==> config.mk <==
export PLATFORM = sky130hd
export DESIGN_NAME = fifo_stream_out_flat
export DESIGN_NICKNAME = d
export VERILOG_FILES = /design/src/rtl/fifo_stream_out_pkg.sv /design/src/rtl/fifo_stream_out_if.sv /design/src/rtl/fifo_stream_out_buf.sv /design/src/rtl/fifo_stream_out.sv /design/src/flat_wrapper.sv
export SDC_FILE = /design/constraint.sdc
export NUM_CORES = 1
export LEC_CHECK = 0
export BUFFER_PORTS_ARGS = -buffer_cell sky130_fd_sc_hd__buf_2
export CORE_ASPECT_RATIO = 0.5
export CORE_MARGIN = 4
export CORE_UTILIZATION = 45
export CTS_CLUSTER_DIAMETER = 40
export DETAILED_ROUTE_END_ITERATION = 16
export MAX_ROUTING_LAYER = met4
export PLACE_DENSITY = 0.71
export SLEW_MARGIN = 20
export SYNTH_ARGS = -nofsm -noshare
export SYNTH_HDL_FRONTEND = slang
export SYNTH_SLANG_ARGS = --single-unit
==> constraint.sdc <==
create_clock -name clk -period 2.3 [get_ports clk]
set_clock_uncertainty 0.2 [all_clocks]
set_input_delay 0.115 -clock clk [delete_from_list [all_inputs] [get_ports clk]]
set_output_delay 0.115 -clock clk [all_outputs]
set_load 0.02 [all_outputs]
==> src/rtl/fifo_stream_out_pkg.sv <==
// Shared definitions for the fifo read-side stream adapter.
package fifo_pkg;

    localparam int unsigned DATAWIDTH_DEF = 8;
    localparam int unsigned FIFO_RD_LAT   = 1;

    typedef logic [DATAWIDTH_DEF-1:0] data_t;

endpackage

==> src/rtl/fifo_stream_out_if.sv <==
// Handshake bundle: fifo read port on one side, valid/ready stream on the other.
// master = adapter view, slave = fifo + downstream consumer view.
interface fifo_stream_out_if #(
    parameter int unsigned DATAWIDTH = fifo_pkg::DATAWIDTH_DEF
);

    logic [DATAWIDTH-1:0] fifo_rd_data;
    logic                 fifo_empty;
    logic                 fifo_rd_en;
    logic [DATAWIDTH-1:0] m_data;
    logic                 m_valid;
    logic                 m_ready;

    modport master (
        input  fifo_rd_data, fifo_empty, m_ready,
        output fifo_rd_en, m_data, m_valid
    );

    modport slave (
        output fifo_rd_data, fifo_empty, m_ready,
        input  fifo_rd_en, m_data, m_valid
    );

endinterface

==> src/rtl/fifo_stream_out_buf.sv <==
// Circular output buffer: occupancy count, push/pop, head output.
// The head output holds the last popped word while the buffer is empty.
module fifo_stream_buf #(
    parameter  int unsigned DATAWIDTH = fifo_pkg::DATAWIDTH_DEF,
    parameter  int unsigned BUF_DEPTH = 3,
    localparam int unsigned PTR_W     = $clog2(BUF_DEPTH),
    localparam int unsigned OCC_W     = $clog2(BUF_DEPTH + 1)
) (
    input  logic                 clk,
    input  logic                 resetn,
    input  logic                 push_i,
    input  logic [DATAWIDTH-1:0] push_data_i,
    input  logic                 pop_i,
    output logic [OCC_W-1:0]     occ_o,
    output logic [DATAWIDTH-1:0] head_o,
    output logic                 valid_o
);

    logic [DATAWIDTH-1:0] mem_q [BUF_DEPTH];
    logic [PTR_W-1:0]     wr_ptr_q, wr_ptr_d;
    logic [PTR_W-1:0]     rd_ptr_q, rd_ptr_d;
    logic [OCC_W-1:0]     occ_q, occ_d;
    logic [DATAWIDTH-1:0] last_q;
    logic                 pop;

    function automatic logic [PTR_W-1:0] ptr_inc(input logic [PTR_W-1:0] p);
        return (p == PTR_W'(BUF_DEPTH - 1)) ? '0 : p + 1'b1;
    endfunction

    assign pop     = pop_i && (occ_q != '0);
    assign valid_o = (occ_q != '0);
    assign occ_o   = occ_q;
    assign head_o  = valid_o ? mem_q[rd_ptr_q] : last_q;

    // Next-state for pointers and occupancy.
    always_comb begin
        wr_ptr_d = push_i ? ptr_inc(wr_ptr_q) : wr_ptr_q;
        rd_ptr_d = pop ? ptr_inc(rd_ptr_q) : rd_ptr_q;
        occ_d    = occ_q;
        if (push_i && !pop) begin
            occ_d = occ_q + 1'b1;
        end else if (!push_i && pop) begin
            occ_d = occ_q - 1'b1;
        end
    end

    // Control registers; last_q keeps the head visible after the final pop.
    always_ff @(posedge clk or negedge resetn) begin
        if (!resetn) begin
            wr_ptr_q <= '0;
            rd_ptr_q <= '0;
            occ_q    <= '0;
            last_q   <= '0;
        end else begin
            wr_ptr_q <= wr_ptr_d;
            rd_ptr_q <= rd_ptr_d;
            occ_q    <= occ_d;
            if (pop) begin
                last_q <= mem_q[rd_ptr_q];
            end
        end
    end

    // Storage array, written at wr_ptr on capture.
    always_ff @(posedge clk) begin
        if (push_i) begin
            mem_q[wr_ptr_q] <= push_data_i;
        end
    end

    // Occupancy must never exceed the buffer size.
    always_ff @(posedge clk) begin
        if (resetn) begin
            assert (occ_q <= OCC_W'(BUF_DEPTH));
        end
    end

endmodule

==> src/rtl/fifo_stream_out.sv <==
// Read-side adapter: drains a synchronous fifo (1-cycle read latency) into a
// valid/ready stream. fifo_rd_en depends only on registered state and
// fifo_empty, never on m_ready.
// Optional macro STREAM_STALL_CNT_EN adds a saturating stall counter
// (stall_cnt output, stall_clr input).
module fifo_stream_out
    import fifo_pkg::*;
#(
    parameter int unsigned DATAWIDTH = fifo_pkg::DATAWIDTH_DEF,
    parameter int unsigned BUF_DEPTH = 3
) (
    input  logic               clk,
    input  logic               resetn,
    fifo_stream_out_if.master  bus
`ifdef STREAM_STALL_CNT_EN
    ,
    output logic [15:0]        stall_cnt,
    input  logic               stall_clr
`endif
);

    localparam int unsigned OCC_W = $clog2(BUF_DEPTH + 1);

    logic             inflight_q, inflight_d;
    logic [OCC_W-1:0] occ;
    logic             rd_en;
    logic             pop;

    // Issue a read only when the word plus everything already owed fits;
    // resetn gating keeps the strobe low for the whole reset interval.
    always_comb begin
        rd_en = 1'b0;
        if (resetn && !bus.fifo_empty &&
            (({1'b0, occ} + {{OCC_W{1'b0}}, inflight_q}) < (OCC_W + 1)'(BUF_DEPTH))) begin
            rd_en = 1'b1;
        end
        inflight_d = rd_en;
    end

    assign bus.fifo_rd_en = rd_en;
    assign pop            = bus.m_valid && bus.m_ready;

    // Tracks the read whose data arrives next cycle.
    always_ff @(posedge clk or negedge resetn) begin
        if (!resetn) begin
            inflight_q <= 1'b0;
        end else begin
            inflight_q <= inflight_d;
        end
    end

    fifo_stream_buf #(
        .DATAWIDTH (DATAWIDTH),
        .BUF_DEPTH (BUF_DEPTH)
    ) u_buf (
        .clk         (clk),
        .resetn      (resetn),
        .push_i      (inflight_q),
        .push_data_i (bus.fifo_rd_data),
        .pop_i       (pop),
        .occ_o       (occ),
        .head_o      (bus.m_data),
        .valid_o     (bus.m_valid)
    );

`ifdef STREAM_STALL_CNT_EN
    logic [15:0] stall_q, stall_d;

    // Saturating count of stalled cycles; clear takes priority.
    always_comb begin
        stall_d = stall_q;
        if (stall_clr) begin
            stall_d = '0;
        end else if (bus.m_valid && !bus.m_ready && (stall_q != '1)) begin
            stall_d = stall_q + 1'b1;
        end
    end

    // Stall counter register.
    always_ff @(posedge clk or negedge resetn) begin
        if (!resetn) begin
            stall_q <= '0;
        end else begin
            stall_q <= stall_d;
        end
    end

    assign stall_cnt = stall_q;
`endif

endmodule

==> src/flat_wrapper.sv <==
// flat-port wrapper written by rule: the top's interface ports become plain ports
module fifo_stream_out_flat import fifo_pkg::*;
#(
    parameter int unsigned DATAWIDTH = fifo_pkg::DATAWIDTH_DEF,
    parameter int unsigned BUF_DEPTH = 3
)
  (clk, resetn, bus_fifo_rd_data, bus_fifo_empty, bus_m_ready, bus_fifo_rd_en, bus_m_data, bus_m_valid);
  fifo_stream_out_if #(.DATAWIDTH(DATAWIDTH)) bus_i ();
  input  logic clk;
  input  logic resetn;
  input wire logic [$bits(bus_i.fifo_rd_data)-1:0] bus_fifo_rd_data;
  input wire logic [$bits(bus_i.fifo_empty)-1:0] bus_fifo_empty;
  input wire logic [$bits(bus_i.m_ready)-1:0] bus_m_ready;
  output wire logic [$bits(bus_i.fifo_rd_en)-1:0] bus_fifo_rd_en;
  output wire logic [$bits(bus_i.m_data)-1:0] bus_m_data;
  output wire logic [$bits(bus_i.m_valid)-1:0] bus_m_valid;
  assign bus_i.fifo_rd_data = bus_fifo_rd_data;
  assign bus_i.fifo_empty = bus_fifo_empty;
  assign bus_i.m_ready = bus_m_ready;
  assign bus_fifo_rd_en = bus_i.fifo_rd_en;
  assign bus_m_data = bus_i.m_data;
  assign bus_m_valid = bus_i.m_valid;
  fifo_stream_out #(.DATAWIDTH(DATAWIDTH), .BUF_DEPTH(BUF_DEPTH)) u_core (.clk(clk), .resetn(resetn), .bus(bus_i));
endmodule
* Word-level counts from Yosys, hierarchy flattened *
Memory sizes are Yosys's and may differ from the RTL's.
Index checks and enable logic that the tools add are counted.

storage, ports and cells
  latch bits = 0
  memories kept = 1
  word-level logic and storage cells = 33
  bits in writable memories = 24
  bits in registers = 15
  memory bits (read-only) = 0

operators by class
  bitwise logic cells = 0
  magnitude comparators = 1
  add/subtract/negate cells = 5
  multiplexer cells = 8
  divide/modulo/power cells = 0
  reduce and logical (&&, ||, !) cells = 11
  eq/ne operators = 2
  shift operators = 0
  multiply operators = 0

memory list
  memory              depth  width  rd ports  clocked after memory_dff  wr ports  RTL line                   RTL
  u_core.u_buf.mem_q  3      8      1         0                         1         fifo_stream_out_buf.sv:19  logic [DATAWIDTH-1:0] mem_q [BUF_DEPTH];

operator list
  cell                                                                           number
  2-bit 2-to-1 mux                                                               4
  8-bit 2-to-1 mux                                                               1
  2-bit by 1-bit adder with 2-bit output (second input constant)                 3
  1-bit logical AND                                                              6
  2-bit equality test (second input constant)                                    2
  2-bit nonzero test                                                             2
  2-bit by 1-bit adder with 3-bit output                                         1
  1-bit logical NOT                                                              3
  3-bit by 2-bit less-than comparator with 1-bit output (second input constant)  1
  1-bit 2-to-1 mux                                                               3
  2-bit by 1-bit subtractor with 2-bit output (second input constant)            1

* Longest topological paths before layout *
Gate-level depths: netlist of the first run.

  depth after elaboration = 6
  depth in mapped cells = 6
  depth with buffers taken out = 5

* Modules after synthesis *
Synthesis of the first run repeated with hierarchy kept, for this count alone.

second synthesis, totals
  cell total of the unflattened synthesis = 126
  area total of the unflattened synthesis = 1736.7 µm²

modules (own cells, without submodules)
  module           sequential area each (µm²)  cells each  area an instance (µm²)  instances
  fifo_stream_buf  1071.0                      120         1661.6                  1
  fifo_stream_out  25.0                        6           75.1                    1

* Worst setup path after synthesis of the first run *
No wires, ideal clock.

  path kind = reg-to-reg
  from = register u_core.u_buf.occ_q[0] (netlist: u_core.u_buf.occ_o[0])
  to = register u_core.inflight_q
  library setup time = 0.247 ns
  period minus slack after synthesis = 2.585 ns
  stages on the path, launching flop included = 4
  data arrival time = 2.138 ns
  setup slack = -0.285 ns
  cells stage by stage = dfrtp_1 -> ha_1 -> ha_1 -> a2111oi_0

between the ends
  cells in the longest elaborated chain, start to end = 4

ends and longest elaborated chain
  what                                                   RTL line                   RTL
  from (decl)                                            fifo_stream_out_buf.sv:22  logic [OCC_W-1:0] occ_q, occ_d;
  from (signal assigned)                                 fifo_stream_out_buf.sv:52  occ_q <= '0;
  from (signal assigned)                                 fifo_stream_out_buf.sv:57  occ_q <= occ_d;
  2-bit by 1-bit adder with 3-bit output                 fifo_stream_out.sv:34      (({1'b0, occ} + {{OCC_W{1'b0}}, inflight_q}) < (OCC_W + 1)'(BUF_DEPTH))) begin
  3-bit by 2-bit less-than comparator with 1-bit output  fifo_stream_out.sv:34
  1-bit logical AND                                      fifo_stream_out.sv:33      if (resetn && !bus.fifo_empty &&
  1-bit 2-to-1 mux                                       fifo_stream_out.sv:33
  via bus_fifo_rd_en                                     flat_wrapper.sv:14         output wire logic [$bits(bus_i.fifo_rd_en)-1:0] bus_fifo_rd_en;
  to (signal assigned)                                   fifo_stream_out.sv:48      inflight_q <= inflight_d;
  to (decl)                                              fifo_stream_out.sv:24      logic inflight_q, inflight_d;

The timed path passes the listed nets, and every way through them passes these cells.
A chain may end at the register's enable or synchronous reset.

* Final worst setup path of the first run *
  from = register u_core.u_buf.occ_q[0] (netlist: u_core.u_buf.occ_o[0])
  to = output port bus_fifo_rd_en

between the ends
  cells in the longest elaborated chain, start to end = 4

ends and longest elaborated chain
  what                                                   RTL line
  2-bit by 1-bit adder with 3-bit output                 fifo_stream_out.sv:34
  3-bit by 2-bit less-than comparator with 1-bit output  fifo_stream_out.sv:34
  1-bit logical AND                                      fifo_stream_out.sv:33
  1-bit 2-to-1 mux                                       fifo_stream_out.sv:33
  to (decl)                                              flat_wrapper.sv:14

No other way between the ends.

==> flow_summary_export.csv, run 1 <==
group,metric,value,unit
run_status,status,"finished clean",
place,place_ws,0.371,ns
pwr,max-vdd-ir-drop,0.000505,V
clocking,root_buffer,"clkbuf_8",
layout,drive_gt1_frac,0.329,
clocking,cts_tree,"built",
logic_synthesis,synth-seq-area-share,0.628,
logic_synthesis,syn_area,1740,sq um
pwr,power,0.00274,W
grt,track_usage,0.145,
routing,drtIter0Drc,67,
clocking,cts_buffer_depth,2,
sta,hold_viol,0,
routing,antenna_left,0,
place,globalplace.congestion,0.696,
clocking,clkTransAtPathRegs,0.08,ns
logic_synthesis,syn_nets,140,
layout,synthToLayoutAreaGrowth,21.2,%
grt,antenna_found_initial,0,
layout,final_common_cell,"edfxtp_1",
setup_path,critPathRequiredTime,1.99,ns
logic_synthesis,ys_seq_elements,39,
floorplan,core,3580,sq um
floorplan,chipWidth,96.0,um
logic_synthesis,syn_area_per_cell,14.0,sq um
clocking,worstSkewPairLatency,0.28,ns
clocking,cts.sinks,39,
routing,vias,1085,
pwr,p_leak,0.845,nW
clocking,cts_max_level,2,
layout,antenna_cells,0,
layout,fillers,292,
clocking,cts_setup_buffers,0,
grt,grt_pass1_wl,5050,um
logic_synthesis,syn_inst,125,
layout,nets,178,
grt,grt_overflow_total,0,
floorplan,start_util,0.487,
sta,final_max_slew_viol_count,0,
setup_path,critPathLaunchType,"flop",
setup_path,reg2regPathDepth,3,
floorplan,dieArea,5000,sq um
layout,multiInputGateArea,566,sq um
sta,setup_violations,0,
sta,fin_ws,0.0678,ns
setup_path,worstPathArrival,1.92,ns
layout,final_util,0.590,
place,io_buffers,21,
sta,fmax,448,MHz
grt,grt_max_degree,21,
grt,first_global_vias,1068,
routing,avgRoutedWirePerCell,14.1,um
setup_path,worst-setup-path-type,"flop to primary output",
layout,final_area,2110,sq um
layout,seqCellArea,1100,sq um
floorplan,rows,15,
sta,slew-limit-headroom,0.537,
place,dpl_cell_area,1890,sq um
routing,routed_wl,3030,um
routing,firstDrtPassIters,4,
layout,layout_common_cells,"edfxtp_1 (24), buf_2 (21), nand2_1 (17), nor2b_1 (16), dfrtp_1 (14)",
clocking,cts_buffers,5,
floorplan,dieHeight,52.0,um
sta,finalCritPeriodShare,0.971,
place,hpwl,1980,um
routing,drc,0,
setup_path,cp_max_fo,5,
logic_synthesis,yosysUniqueCellTypes,25,
sta,hold_ws,0.0584,ns
logic_synthesis,yosysWarnings,0,
sta,fin_crit,2.23,ns
sta,tightestPinTransition,0.695,ns
job,cap_viol_max_count,0,
setup_path,critical_path.endpoint_type,"primary output",
pwr,p_per_area,1300,nW/um^2
routing,viasPerCell,5.05,
worst_hold_path,min_path_type,"input port to asynchronous set/reset pin",
floorplan,io_pins,22,
[path summary, 6_finish.rpt]
path	from	to	slack [ns]
max	u_core.u_buf.occ_o[0]$_DFFE_PN0P_	bus_fifo_rd_en	0.07
min	resetn	u_core.u_buf.last_q[4]$_DFFE_PN0P_	0.06
max reg2reg	u_core.u_buf.occ_o[0]$_DFFE_PN0P_	u_core.inflight_q$_DFF_PN0_	0.58
min reg2reg	u_core.u_buf.last_q[4]$_DFFE_PN0P_	u_core.u_buf.last_q[4]$_DFFE_PN0P_	0.28
max in group asynchronous	resetn	u_core.u_buf.rd_ptr_q[0]$_DFFE_PN0P_	1.56
min in group clk	bus_m_ready	u_core.u_buf.occ_o[0]$_DFFE_PN0P_	0.06
[report_power, final]
part	internal, W	switching, W	leakage [nW]	total, W
logic	0.000449	0.000587	0.382	0.00104
registers	0.000924	0.000195	0.402	0.00112
clock network	0.000351	0.000233	0.0612	0.000584
total	0.00172	0.00101	0.845	0.00274
[cell usage after synthesis (all sizes together)]
cell / number / area [sq um]
a211oi: 8 / 95.1
a2111oi: 1 / 8.76
nand2: 17 / 63.8
inv: 3 / 11.3
o21ai: 1 / 8.76
xor2: 2 / 17.5
edfxtp: 24 / 721
nor2: 3 / 13.8
ha: 3 / 37.5
a21o: 4 / 30.0
nor2b: 16 / 100
nor3: 2 / 15.0
xnor2: 1 / 8.76
nor3b: 2 / 15.0
o31ai: 16 / 145
dfrtp: 15 / 375
buf: 7 / 77.6
[worst max-delay path: stages (launching register included)]
cell and delay (ns):
dfrtp_1 0.46, ha_1 0.25, ha_1 0.30, a2111oi_2 0.39, buf_2 0.23
[area by class of cell]
type	count	area share
sequential	39	0.519
multi-input combinational	76	0.268
timing repair buffer	38	0.122
clock buffer	6	0.0391
tap	51	0.0302
clock inverter	2	0.0166
inverter	3	0.00533
[through the flow]
| step | TNS [ns] | std cells |
|---|---|---|
| global route | -0.00595 | 215 |
| CTS | 0 | 215 |
| detailed placement | 0 | 197 |
| floorplan | 0 | 125 |
| finish | 0 | 215 |
| global placement | 0 | 197 |
[flip-flops by register name, summed over array words and instances, names as in the netlist]
register	cells
u_core.u_buf.occ_o	2
u_core.inflight_q	1
u_core.u_buf.mem_q	24
u_core.u_buf.last_q	8
u_core.u_buf.rd_ptr_q	2
u_core.u_buf.wr_ptr_q	2
[metal layers]
layer  up-vias  track usage  wire, um
met2        18        0.233      1490
met4         0       0.0566        44
li1        530            -         -
met3         5       0.0405       123
met5         -            -         0
met1       532        0.174      1370
[what timing repair did]
| action | CTS | global route |
|---|---|---|
| resized for setup | 0 | 2 |
| hold endpoints to repair | 40 | 0 |
| hold buffers | 10 | 0 |
| endpoints found under the setup margin | 0 | 3 |
[cell families (layout without fill, tap and decap cells)]
group                    after synthesis  in the layout  share of synthesized area
AND/OR/NAND/NOR                       40             40                      0.119
flip-flops                            39             39                      0.628
AO/OA/AOI/OAI                         30             30                      0.165
buffers and inverters                 10             49                     0.0509
adder cells (fa/ha/maj)                3              3                     0.0215
XOR/XNOR                               3              3                     0.0151
No activity file was read; power rests on OpenSTA's default activity.
==> run 2, diff against run 1 <==
--- a/config.mk
+++ b/config.mk
@@ -8,11 +8,11 @@
 export BUFFER_PORTS_ARGS = -buffer_cell sky130_fd_sc_hd__buf_2
 export CORE_ASPECT_RATIO = 0.5
 export CORE_MARGIN = 4
-export CORE_UTILIZATION = 45
+export CORE_UTILIZATION = 55
 export CTS_CLUSTER_DIAMETER = 40
 export DETAILED_ROUTE_END_ITERATION = 16
 export MAX_ROUTING_LAYER = met4
-export PLACE_DENSITY = 0.71
+export PLACE_DENSITY = 0.82
 export SLEW_MARGIN = 20
 export SYNTH_ARGS = -nofsm -noshare
 export SYNTH_HDL_FRONTEND = slang
==> flow_summary_export.csv, run 2 (synthesis gave the netlist of run 1 again) <==
group,metric,value,unit
run_status,status,"finished clean",
job,cap_viol_max_count,0,
place,hpwl,1840,um
floorplan,rows,14,
layout,fillers,220,
pwr,p_sw_frac,0.374,
place,io_buffers,21,
setup_path,critical_path.endpoint_type,"primary output",
setup_path,cp_slowest_stage_delay,0.46,ns
clocking,cts_tree,"built",
routing,viasPerCell,5.22,
routing,vias,1060,
setup_path,reg2regPathDepth,3,
pwr,intPower,0.00170,W
clocking,cts_buffers,5,
floorplan,chipWidth,87.6,um
floorplan,core,3010,sq um
sta,setup_violations,0,
setup_path,critPathRequiredTime,1.99,ns
sta,finalCritPeriodShare,0.951,
routing,drc,0,
clocking,cts.sinks,39,
setup_path,worstPathArrival,1.87,ns
layout,stdcell_count,203,
setup_path,crit_top_cell,"ha_1",
layout,reg_top3,"u_core.u_buf.mem_q x24, u_core.u_buf.last_q x8",
routing,drtIter0Drc,65,
pwr,max-vdd-ir-drop,0.000820,V
layout,final_common_cell,"edfxtp_1",
layout,largest_reg_flops,24,
pwr,p_per_area,1290,nW/um^2
worst_hold_path,min_path_type,"input port to asynchronous set/reset pin",
layout,antenna_cells,0,
place,globalplace.congestion,0.692,
layout,regMostFlops,"u_core.u_buf.mem_q",
clocking,cts_buffer_depth,2,
grt,grt_overflow_total,0,
sta,hold_viol,0,
sta,hold_ws,0.0654,ns
grt,grt_pass1_wl,4820,um
clocking,root_buffer,"clkbuf_8",
sta,fmax,457,MHz
setup_path,path_delay_family,"adder cells",
sta,final_max_slew_viol_count,0,
grt,antenna_found_initial,0,
setup_path,cp_max_fo,5,
pwr,seqPwrFrac,0.414,
place,dpl.cell_count,186,
grt,track_usage,0.168,
sta,grt_setup_unrepaired,"false",
routing,antenna_left,0,
sta,tightestPinTransition,0.691,ns
grt,grt_max_degree,21,
layout,drive_gt1_frac,0.325,
setup_path,slowest_stage,"dfrtp_1",
setup_path,critPathLaunchType,"flop",
floorplan,start_util,0.579,
place,place_ws,0.320,ns
sta,fin_setup_tns,0,ns
layout,nets,178,
floorplan,dieArea,4190,sq um
layout,layout_common_cells,"edfxtp_1 (24), buf_2 (21), nand2_1 (17), nor2b_1 (16), dfrtp_1 (14)",
pwr,comb_power_share,0.389,
pwr,p_switching,0.00101,W
layout,synthToLayoutAreaGrowth,20.4,%
sta,fin_crit,2.19,ns
routing,firstDrtPassIters,4,
setup_path,r2r_slack,0.62,ns
pwr,p_clk_frac,0.198,
sta,fin_ws,0.114,ns
clocking,clkTransAtPathRegs,0.07,ns
setup_path,cp_cell_sequence,"ha_1, ha_1, a2111oi_4, buf_2",
floorplan,dieHeight,47.8,um
floorplan,io_pins,22,
setup_path,r2r-end,"u_core.inflight_q$_DFF_PN0_",
sta,slew-limit-headroom,0.539,
setup_path,worst-setup-path-type,"flop to primary output",
routing,routed_wl,2930,um
pwr,p_leak,0.835,nW
setup_path,r2r-start,"u_core.u_buf.occ_o[0]$_DFFE_PN0P_",
clocking,worstSkewPairLatency,0.28,ns
setup_path,critPathBufInv,1,
clocking,cts_max_level,2,
grt,first_global_vias,1039,
routing,avgRoutedWirePerCell,14.4,um
## run 2: area by class of cell
cell class	instances	area (sq um)	area share
multi-input cells	76	578	0.275
repair buffers	38	258	0.123
clock buffers	5	68.8	0.0328
inverters	3	11.3	0.00536
flip-flops and latches	39	1100	0.522
well taps	40	50.0	0.0238
clock inverters	2	37.5	0.0179
## run 2: worst max-delay path by stage
| stage | from | endpoint | slack [ns] | depth (start not counted) |
|---|---|---|---|---|
| after floorplan | u_core.u_buf.occ_o[0]$_DFFE_PN0P_ | u_core.inflight_q$_DFF_PN0_ | 0.01 | 3 |
| after global placement | u_core.u_buf.occ_o[0]$_DFFE_PN0P_ | bus_fifo_rd_en | 0.41 | 4 |
| after detailed placement | u_core.u_buf.occ_o[0]$_DFFE_PN0P_ | bus_fifo_rd_en | 0.32 | 4 |
| after CTS | u_core.u_buf.occ_o[0]$_DFFE_PN0P_ | bus_fifo_rd_en | 0.07 | 4 |
| after global routing | u_core.u_buf.occ_o[0]$_DFFE_PN0P_ | bus_fifo_rd_en | 0.03 | 4 |
| final | u_core.u_buf.occ_o[0]$_DFFE_PN0P_ | bus_fifo_rd_en | 0.11 | 4 |
## run 2: what timing repair did
item	CTS	global route
buffers inserted	0	0
hold buffers	10	0
endpoints found under the hold margin	40	0
gates resized for setup	1	2
endpoints found under the setup margin	1	2
gates cloned	0	0
## run 2: power by group through the flow
stage               registers [W]  logic [W]  clock network (W)
floorplan                 0.00102   0.000909                  0
global placement          0.00112   0.000984                  0
detailed placement        0.00113    0.00101                  0
CTS                       0.00112    0.00105           0.000550
global route              0.00116    0.00116           0.000576
finish                    0.00112    0.00105           0.000536
## run 2: through the flow
step / instance area (sq um) / power, W / utilization
3_3_place_gp: 1880 / 0.00210 / 0.623
5_1_grt: 2100 / 0.00290 / 0.697
3_5_place_dp: 1880 / 0.00215 / 0.623
4_1_cts: 2090 / 0.00271 / 0.693
6_report: 2100 / 0.00271 / 0.697
2_1_floorplan: 1750 / 0.00193 / -
## run 2: metal layers
| layer | share of wire | global-route usage |
|---|---|---|
| met2 | 0.51 | 0.292 |
| met1 | 0.44 | 0.191 |
| met3 | 0.039 | 0.0481 |
| met5 | 0 | - |
| met4 | 0.0085 | 0.0642 |
